## src/rtl/i2c_ctrl_pkg.sv

```systemverilog
// Shared types for the byte-level I2C master: command encodings, FSM states,
// quarter-period index and the default SCL divider.
package i2c_ctrl_pkg;

   localparam int unsigned CLK_DIV_DEFAULT = 250;

   typedef enum logic [1:0] {
      OP_START = 2'd0,
      OP_STOP  = 2'd1,
      OP_WRITE = 2'd2,
      OP_READ  = 2'd3
   } cmd_op_e;

   typedef enum logic [2:0] {
      ST_IDLE,
      ST_START,
      ST_BITS,
      ST_ACK,
      ST_STOP,
      ST_RESP
   } state_e;

   typedef logic [1:0] qtr_t;

   localparam qtr_t Q0 = 2'd0;
   localparam qtr_t Q1 = 2'd1;
   localparam qtr_t Q2 = 2'd2;
   localparam qtr_t Q3 = 2'd3;

endpackage

```

## src/rtl/i2c_qtr_tick.sv

```systemverilog
// SCL quarter-period timer: down-counter reloaded with CLK_DIV-1, tick on
// terminal count, plus the 2-bit index of the quarter currently running.
module i2c_qtr_tick
   import i2c_ctrl_pkg::*;
#(
   parameter int unsigned CLK_DIV = CLK_DIV_DEFAULT
) (
   input  logic clk,
   input  logic rst_n,
   input  logic restart,
   output logic tick,
   output qtr_t qtr
);

   localparam int unsigned CW = $clog2(CLK_DIV);
   localparam logic [CW-1:0] TC_LOAD = CW'(CLK_DIV - 1);

   logic [CW-1:0] cnt;

   assign tick = (cnt == '0);

   always_ff @(posedge clk or negedge rst_n) begin
      if (!rst_n) begin
         cnt <= TC_LOAD;
         qtr <= Q0;
      end else if (restart) begin
         cnt <= TC_LOAD;
         qtr <= Q0;
      end else if (tick) begin
         cnt <= TC_LOAD;
         qtr <= qtr_t'(qtr + 2'd1);
      end else begin
         cnt <= cnt - 1'b1;
      end
   end

endmodule

```

## src/rtl/i2c_byte_master.sv

```systemverilog
// Byte-level I2C master: runs START/STOP/WRITE/READ commands as quarter-timed
// SCL/SDA waveforms on an open-drain pad driver and returns one response each.
//
// state    | meaning
// ---------+-----------------------------------------------------------
// ST_IDLE  | cmd_ready high, lines held (released, or SCL low if bus open)
// ST_START | one bit period generating a START or repeated START
// ST_BITS  | eight data bit periods, MSB first (write drives, read samples)
// ST_ACK   | ninth bit: slave ACK for WRITE, master ACK/NACK for READ
// ST_STOP  | one bit period generating a STOP
// ST_RESP  | one cycle publishing the response registers
module i2c_byte_master
   import i2c_ctrl_pkg::*;
#(
   parameter int unsigned CLK_DIV = CLK_DIV_DEFAULT
) (
   input  logic       clk,
   input  logic       rst_n,
   input  logic       cmd_valid,
   output logic       cmd_ready,
   input  logic [1:0] cmd_op,
   input  logic [7:0] cmd_data,
   input  logic       cmd_nack,
   output logic       rsp_valid,
   output logic [7:0] rsp_data,
   output logic       rsp_ack,
   output logic       rsp_err,
   output logic       bus_open,
   output logic       SDAi,
   output logic       SDAt,
   input  logic       SDAo,
   output logic       SCLi,
   output logic       SCLt
);

   state_e     state;
   cmd_op_e    op_r;
   cmd_op_e    op_in;
   logic       nack_r;
   logic       rep_r;
   logic       err_r;
   logic       ack_r;
   logic [7:0] shreg;
   logic [2:0] bitcnt;
   logic       accept;
   logic       tick;
   qtr_t       qtr;

   assign SDAi   = 1'b0;
   assign SCLi   = 1'b0;
   assign op_in  = cmd_op_e'(cmd_op);
   assign accept = cmd_valid & cmd_ready;

   i2c_qtr_tick #(
      .CLK_DIV (CLK_DIV)
   ) u_qtr_tick (
      .clk     (clk),
      .rst_n   (rst_n),
      .restart (accept),
      .tick    (tick),
      .qtr     (qtr)
   );

   always_ff @(posedge clk or negedge rst_n) begin
      if (!rst_n) begin
         state     <= ST_IDLE;
         cmd_ready <= 1'b1;
         rsp_valid <= 1'b0;
         rsp_data  <= 8'h00;
         rsp_ack   <= 1'b0;
         rsp_err   <= 1'b0;
         bus_open  <= 1'b0;
         SDAt      <= 1'b1;
         SCLt      <= 1'b1;
         op_r      <= OP_START;
         nack_r    <= 1'b0;
         rep_r     <= 1'b0;
         err_r     <= 1'b0;
         ack_r     <= 1'b0;
         shreg     <= 8'h00;
         bitcnt    <= 3'd0;
      end else begin
         rsp_valid <= 1'b0;
         case (state)
            ST_IDLE: begin
               if (accept) begin
                  cmd_ready <= 1'b0;
                  op_r      <= op_in;
                  nack_r    <= cmd_nack;
                  shreg     <= cmd_data;
                  bitcnt    <= 3'd7;
                  rep_r     <= bus_open;
                  err_r     <= 1'b0;
                  ack_r     <= 1'b0;
                  // Anything but START on a closed bus is refused without touching the lines.
                  if (op_in != OP_START && !bus_open) begin
                     err_r <= 1'b1;
                     state <= ST_RESP;
                  end else begin
                     case (op_in)
                        OP_START: begin
                           state <= ST_START;
                           SDAt  <= 1'b1;
                           if (bus_open) SCLt <= 1'b0;
                        end
                        OP_STOP: begin
                           state <= ST_STOP;
                           SDAt  <= 1'b0;
                           SCLt  <= 1'b0;
                        end
                        OP_WRITE: begin
                           state <= ST_BITS;
                           SDAt  <= cmd_data[7];
                           SCLt  <= 1'b0;
                        end
                        default: begin
                           state <= ST_BITS;
                           SDAt  <= 1'b1;
                           SCLt  <= 1'b0;
                        end
                     endcase
                  end
               end
            end
            ST_START: begin
               if (tick) begin
                  case (qtr)
                     Q0: if (rep_r) SCLt <= 1'b1; else SDAt <= 1'b0;
                     Q1: if (rep_r) SDAt <= 1'b0;
                     Q2: SCLt <= 1'b0;
                     default: begin
                        bus_open <= 1'b1;
                        state    <= ST_RESP;
                     end
                  endcase
               end
            end
            ST_BITS: begin
               if (tick) begin
                  case (qtr)
                     Q0: SCLt <= 1'b1;
                     Q1: begin
                     end
                     Q2: begin
                        SCLt <= 1'b0;
                        if (op_r == OP_READ) shreg <= {shreg[6:0], SDAo};
                     end
                     default: begin
                        if (bitcnt == 3'd0) begin
                           state <= ST_ACK;
                           SDAt  <= (op_r == OP_READ) ? nack_r : 1'b1;
                        end else begin
                           bitcnt <= bitcnt - 3'd1;
                           if (op_r == OP_WRITE) begin
                              shreg <= {shreg[6:0], 1'b0};
                              SDAt  <= shreg[6];
                           end
                        end
                     end
                  endcase
               end
            end
            ST_ACK: begin
               if (tick) begin
                  case (qtr)
                     Q0: SCLt <= 1'b1;
                     Q1: begin
                     end
                     Q2: begin
                        SCLt <= 1'b0;
                        if (op_r == OP_WRITE) ack_r <= ~SDAo;
                     end
                     default: state <= ST_RESP;
                  endcase
               end
            end
            ST_STOP: begin
               if (tick) begin
                  case (qtr)
                     Q0: SCLt <= 1'b1;
                     Q1: SDAt <= 1'b1;
                     Q2: begin
                     end
                     default: begin
                        bus_open <= 1'b0;
                        state    <= ST_RESP;
                     end
                  endcase
               end
            end
            ST_RESP: begin
               rsp_valid <= 1'b1;
               cmd_ready <= 1'b1;
               rsp_err   <= err_r;
               rsp_ack   <= ack_r;
               if (op_r == OP_READ && !err_r) rsp_data <= shreg;
               state     <= ST_IDLE;
            end
            default: state <= ST_IDLE;
         endcase
      end
   end

endmodule

```

## config.mk

```make
export PLATFORM = sky130hd
export DESIGN_NAME = i2c_byte_master
export DESIGN_NICKNAME = d
export VERILOG_FILES = /design/src/rtl/i2c_ctrl_pkg.sv /design/src/rtl/i2c_qtr_tick.sv /design/src/rtl/i2c_byte_master.sv
export SDC_FILE = /design/constraint.sdc
export NUM_CORES = 1
export LEC_CHECK = 0
export CORE_UTILIZATION = 55
export DETAILED_ROUTE_END_ITERATION = 10
export PLACE_DENSITY = 0.76
export SYNTH_ARGS = -nofsm -noshare
export SYNTH_HDL_FRONTEND = slang
export SYNTH_SLANG_ARGS = --single-unit
```

## constraint.sdc

```tcl
create_clock -name clk -period 2.33 [get_ports clk]
set_clock_uncertainty 0.05 [all_clocks]
set_input_delay 0.3495 -clock clk [delete_from_list [all_inputs] [get_ports clk]]
set_output_delay 0.3495 -clock clk [all_outputs]
set_load 0.01 [all_outputs]
```

==> qor.csv, run 1 <==
metric,value,unit
status,"finished, final reports clean",
fin_crit,2.186,ns
antennaDiodeCount,0,
p_int,2138,µW
cp.required,2.47,ns
grtUsageTotal,23.27,%
synth.cell_area,2472,µm²
overflow,0,
cts_tree,done,
critPathCaptureType,flop,
grt_pass1_wl,8880,µm
timing.rr.start,bitcnt[0],
path_depth,8,
seqPwrFrac,39.8,%
ys.flop_type,dfrtp_1,
cts-resized-gates,0,
relSlewSlack,63.12,%
htreeDepth,2,
setup_tns,0,ns
clk_pin_slew_worst_paths,0.09,ns
synthArstFlopShare,100.0,%
gp_congestion,0.9084,
n_fill_cell,336,
cp-start-kind,flop,
drc,0,
start_util,57.18,%
dieArea,4767,µm²
cp_data_arrival_time,2.32,ns
ys_types,48,
synth.avg_cell_area,10.09,µm²
setup_violations,0,
viasPerCell,5.777,
drive_gt1_share,22.18,%
cp_cell_sequence,inv_1 > ha_1 > nor2b_1 > nand2_1 > a21oi_1 > a211oi_4 > buf_4 > mux2_2,
hpwl,3730,µm
grt_pass1_vias,1894,
routed_wl,5280,µm
vdd_drop_max,0.6085,mV
grt_antenna_before_repair,0,
cts-root-buf,clkbuf_8,
layout_commonest_cell,dfrtp_1,
crit_buf_inv,2,
crit_fanout,5,
cts_setup_buffers,0,
worstSetupPathType,reg2reg,
worst_hold_slack,0.06155,ns
ff2ff_setup_slack,0.14,ns
endpoint,shreg[7],
slew_viol_final,0,
p_per_area,1082,nW/µm²
ys_ff_latch,45,
cts_buffers,5,
ios,32,
cp_slowest_stage_delay,0.41,ns
layout.nets,308,
dp_cells,325,
fmax,0.4575,GHz
leakage,0.001322,µW
mostFrequentLayoutCells,"dfrtp_1 (36), clkdlybuf4s50_1 (28), nand2_1 (27)",
startpoint,bitcnt[0],
die_x,69.05,µm
p_sw_share,34.36,%
routedWlPerCell,15.71,µm
clkPwrFrac,21.7,%
drt_iter0_drc,206,
critPathSlowestCell,dfrtp_1,
rsz0062_at_grt,false,
dr.pass1.iters,5,
clkLatencyLatePin,0.30,ns
grt_start_max_net_pins,46,
seq_area_frac_synth,46.00,%
rows,24,
hold_class,in2async,
die_h,69.05,µm
ant_nets,0,
synth-edff-count,0,
tightestPinTransition,0.5532,ns
port_buffers,29,
core,4324,µm²
worstRegToRegCells,8,
syn2layout_area_growth,21.76,%
ctsLongestPathBuffers,2,
final.period_utilization,93.80,%
synth_warnings,0,
synthCells,245,
rr_endpoint,shreg[7],
maxCapViolCount,0,
finalHoldViolCount,0,
cts_hold_buf,0,
combPwrFrac,38.5,%
cts_sinks,45,
cpLargestDelayFamily,simple AND/OR/NAND/NOR gates,
final-instance-count-excl-fill,336,
p_sw,1119,µW
num_vias,1941,
## final cells by class
type	count	area [µm²]	share of cell area, %
multi-input cells	174	1227	40.77
flip-flops and latches	45	1137	37.78
repair buffers	43	390.4	12.97
clock buffers	5	68.82	2.286
clock inverters	3	68.82	2.286
well taps	52	65.06	2.161
inverters	14	52.55	1.746
## Yosys cell counts, types with 5 or more instances
library cell,n,area [µm²]
a21oi_1,9,45.04
a31oi_1,8,50.05
clkbuf_1,9,33.78
dfrtp_1,36,900.9
dfstp_2,9,236.5
ha_1,10,125.1
inv_1,14,52.55
mux2_2,23,259.0
nand2_1,27,101.4
nand3_1,5,25.02
nor2_1,18,67.56
nor3_1,6,30.03
o21ai_0,12,60.06
## layer usage
metal / vias to the layer above / share of wire (%) / GRT usage [%]
met1: 918 / 47 / 32.43
met5: - / 0 / 0
met3: 12 / 5.4 / 3.655
met2: 76 / 45 / 35.71
li1: 935 / - / -
met4: 0 / 2.1 / 10.88
## cells by family after synthesis
kind of cell,Yosys count,share of synthesized area [%]
muxes,27,12.10
AOI/OAI and AO/OA,49,13.51
other,1,0.1517
DFF,45,46.00
buffers and inverters,27,4.504
adders and majority gates,11,5.466
xor gates and xnor gates,6,2.125
and+or+nand+nor,79,16.14
## worst reg2reg max path, delay by kind of cell (launching register included)
kind	cells	cell delay [ns]
buf+inv	2	0.26
simple gates	2	0.57
mux	1	0.27
flops	1	0.41
fa+ha+maj	1	0.17
compound gates	2	0.34
## power by group through the flow
stage               Clock, µW  Combinational (µW)  Sequential, µW
global placement            0                1190            1300
CTS                       722                1230            1290
detailed placement          0                1220            1300
global route              746                1370            1330
floorplan                   0                 788            1260
finish                    708                1250            1300
## state kept, by name, summed over array words and instances, names as in the netlist, 2 cells and up
name / flops
rsp_data: 8
shreg: 8
u_qtr_tick.cnt: 8
bitcnt: 3
state: 3
op_r: 2
u_qtr_tick.qtr: 2
## metrics by stage
| step | setup WS (ns) | total power [µW] | utilization, % | instance area [µm²] |
|---|---|---|---|---|
| after global placement | 0.2007 | 2490 | 65.91 | 2850 |
| after global routing | 0.09688 | 3450 | 69.62 | 3010 |
| final | 0.1443 | 3257 | 69.62 | 3010 |
| after CTS | 0.05111 | 3245 | 69.10 | 2988 |
| after floorplan | 0.3335 | 2047 | - | 2476 |
| after detailed placement | 0.07761 | 2524 | 65.91 | 2850 |
## how the worst min path moves through the flow
stage | end | slack [ns] | cells past startpoint
after floorplan | ack_r | 0.004 | 0
after global placement | u_qtr_tick.cnt[0] | 0.40 | 1
after detailed placement | SCLt | 0.40 | 2
after CTS | bitcnt[1] | 0.09 | 2
after global routing | u_qtr_tick.cnt[1] | 0.13 | 2
final | bus_open | 0.06 | 2
Note: power is estimated with default switching activity, not from simulation.
==> run 2, diff against run 1 <==
--- a/config.mk
+++ b/config.mk
@@ -7,7 +7,9 @@
 export LEC_CHECK = 0
 export CORE_UTILIZATION = 55
 export DETAILED_ROUTE_END_ITERATION = 10
-export PLACE_DENSITY = 0.76
+export PLACE_DENSITY = 0.77
+export SETUP_SLACK_MARGIN = 0.05
 export SYNTH_ARGS = -nofsm -noshare
 export SYNTH_HDL_FRONTEND = slang
+export SYNTH_HIERARCHICAL = 1
 export SYNTH_SLANG_ARGS = --single-unit
==> run 2 against run 1 <==
Net effect: maximum frequency fell by 1.8%; setup slack worse by 0.041 ns; flip-flop and latch count is the same; largest cell class unchanged; sequential share of layout area fell by 0.22 points; total power decreased by 59%; die area unchanged; sequential power is 40% lower; area after synthesis is the same.
==> qor.csv, run 2 <==
metric,value,unit
ios,32,
worstRegToRegCells,9,
wirelength_met1,2222,µm
relSlewSlack,66.01,%
n_fill_cell,345,
num_vias,1918,
cts_buffers,5,
grt_antenna_before_repair,0,
holdPathStages,1,
worst_hold_slack,0.4307,ns
rr_endpoint,SDAt,
ant_nets,0,
synth_top_area_cell,dfrtp_1,
routed_wl,5170,µm
viasPerCell,5.812,
cts-root-buf,clkbuf_8,
worstSetupPathType,reg2reg,
synth.avg_cell_area,10.57,µm²
start_util,57.18,%
overflow,0,
ff2ff_setup_slack,0.10,ns
layout.nets,296,
mostFrequentLayoutCells,"dfrtp_1 (36), mux2_2 (31), clkdlybuf4s50_1 (28)",
port_buffers,29,
syn2layout_area_growth,22.47,%
cp_cell_sequence,inv_2 > ha_4 > or3b_4 > nor2_8 > nand3_2 > a211oi_2 > a211oi_1 > nor3_1 > mux2_2,
dr.pass1.iters,4,
antennaDiodeCount,0,
crit_buf_inv,1,
seq_area_frac_synth,46.00,%
setup_tns,0,ns
synth-edff-count,0,
synthTopCellsByArea,"dfrtp_1 (36%), mux2_2 (14%), dfstp_2 (9.6%)",
yosysMostFrequentCell,dfrtp_1,
core,4324,µm²
synth.cell_area,2472,µm²
grt_pass1_vias,1848,
timing.rr.start,u_qtr_tick/cnt[1],
ys_types,51,
p_per_area,436.1,nW/µm²
routedWlPerCell,15.67,µm
maxCapViolCount,0,
fmax,0.4492,GHz
layout_commonest_cell,dfrtp_1,
routed-wl-met3,242,µm
top_layer,met4,
leakage,0.001321,µW
ys.flop_type,dfrtp_1,
dieArea,4767,µm²
largest_registers,"rsp_data x8, shreg x8, u_qtr_tick/cnt x8",
grt_pass1_wl,8528,µm
ctsLongestPathBuffers,2,
finalHoldViolCount,0,
ys_ff_latch,45,
slew_viol_final,0,
synth_warnings,6,
rsz0062_at_grt,true,
grt_start_max_net_pins,26,
cts_sinks,45,
power.total,1320,µW
cp.required,2.51,ns
status,"finished, final reports clean",
hold_class,reg2reg,
rows,24,
critPathSlowestCell,dfrtp_1,
hpwl,3713,µm
hp-start,u_qtr_tick/cnt[0],
gp_congestion,0.8947,
synthCells,234,
cp-start-kind,flop,
route.met2.wl,2574,µm
cp_data_arrival_time,2.41,ns
cts_setup_buffers,0,
htreeDepth,2,
final.period_utilization,95.55,%
clk_pin_slew_worst_paths,0.09,ns
die_x,69.05,µm
drc,0,
cts_tree,done,
setup_violations,0,
cpLargestDelayFamily,simple AND/OR/NAND/NOR gates,
yosys-top-cells-count,"dfrtp_1 (36), mux2_2 (31), nor2_1 (25), nand2_1 (16), o21ai_0 (14)",
drt_iter0_drc,149,
grtUsageTotal,22.65,%
tightestPinTransition,0.5052,ns
critPathCaptureType,flop,
die_h,69.05,µm
fin_crit,2.226,ns
cp_slowest_stage_delay,0.42,ns
synth_top_area_share,36.44,%
holdPathEnd,u_qtr_tick/cnt[0],
synthArstFlopShare,100.0,%
vdd_drop_max,0.3385,mV
clkLatencyLatePin,0.30,ns
drive_gt1_share,30.58,%
crit_fanout,7,
==> run 2: stage by stage <==
stage / cells / setup slack, ns / area (µm²) / util, %
after global routing: 330 / 0.02629 / 3028 / 70.02
after global placement: 321 / 0.08514 / 2893 / 66.90
after CTS: 330 / 0.04197 / 2995 / 69.27
after detailed placement: 321 / 0.04857 / 2893 / 66.90
after floorplan: 235 / 0.06135 / 2481 / -
final: 330 / 0.1038 / 3028 / 70.02
==> run 2: how the worst max path moves through the flow <==
stage / depth (start not counted) / end / slack, ns / from
after floorplan: 9 / SDAt / 0.06 / u_qtr_tick/cnt[1]
after global placement: 9 / SDAt / 0.09 / u_qtr_tick/cnt[1]
after detailed placement: 9 / SDAt / 0.05 / u_qtr_tick/cnt[1]
after CTS: 9 / SDAt / 0.04 / u_qtr_tick/cnt[1]
after global routing: 9 / SDAt / 0.03 / u_qtr_tick/cnt[1]
final: 9 / SDAt / 0.10 / u_qtr_tick/cnt[1]
==> run 2: cells by family after synthesis <==
group           count (synthesis)  share of synthesized area [%]
buf+inv                        19                          4.099
other cells                     1                         0.1517
simple gates                   82                          18.07
mux                            31                          14.12
compound gates                 48                          14.12
flops                          45                          46.00
fa+ha+maj                       4                          2.024
xor+xnor                        4                          1.417
==> run 2: area by class of cell <==
class,instances,area [µm²],area share (%)
inverters,8,30.03,0.9917
well taps,52,65.06,2.149
clock inverters,2,15.01,0.4959
clock buffers,6,72.57,2.397
repair buffers,46,431.7,14.26
multi-input cells,171,1276,42.15
flip-flops and latches,45,1137,37.56
==> run 2: power breakdown <==
| part | total, µW | internal (µW) | leakage (µW) | switching (µW) |
|---|---|---|---|---|
| logic | 59.9 | 32.4 | 0.000701 | 27.5 |
| clock network | 479 | 211 | 0.0000374 | 268 |
| registers | 781 | 781 | 0.000583 | 0 |
| total | 1320 | 1020 | 0.00132 | 295 |
==> run 2: metal layers <==
metal / track usage, % / up-vias
met4: 9.297 / 0
met1: 29.84 / 921
met5: 0 / -
met2: 36.25 / 57
met3: 4.971 / 14
li1: - / 926
==> run 2: repair_timing <==
action,in CTS,in global routing
hold buffers,1,0
endpoints found under the hold margin,20,0
endpoints found under the setup margin,1,12
gates resized for setup,1,9
pin swaps,0,3
==> run 3, diff against run 2 <==
--- a/config.mk
+++ b/config.mk
@@ -5,6 +5,7 @@
 export SDC_FILE = /design/constraint.sdc
 export NUM_CORES = 1
 export LEC_CHECK = 0
+export CAP_MARGIN = 0
 export CORE_UTILIZATION = 55
 export DETAILED_ROUTE_END_ITERATION = 10
 export PLACE_DENSITY = 0.77
==> results of run 3 <==
The final DEF is identical to that of run 2; final timing and power are the same.
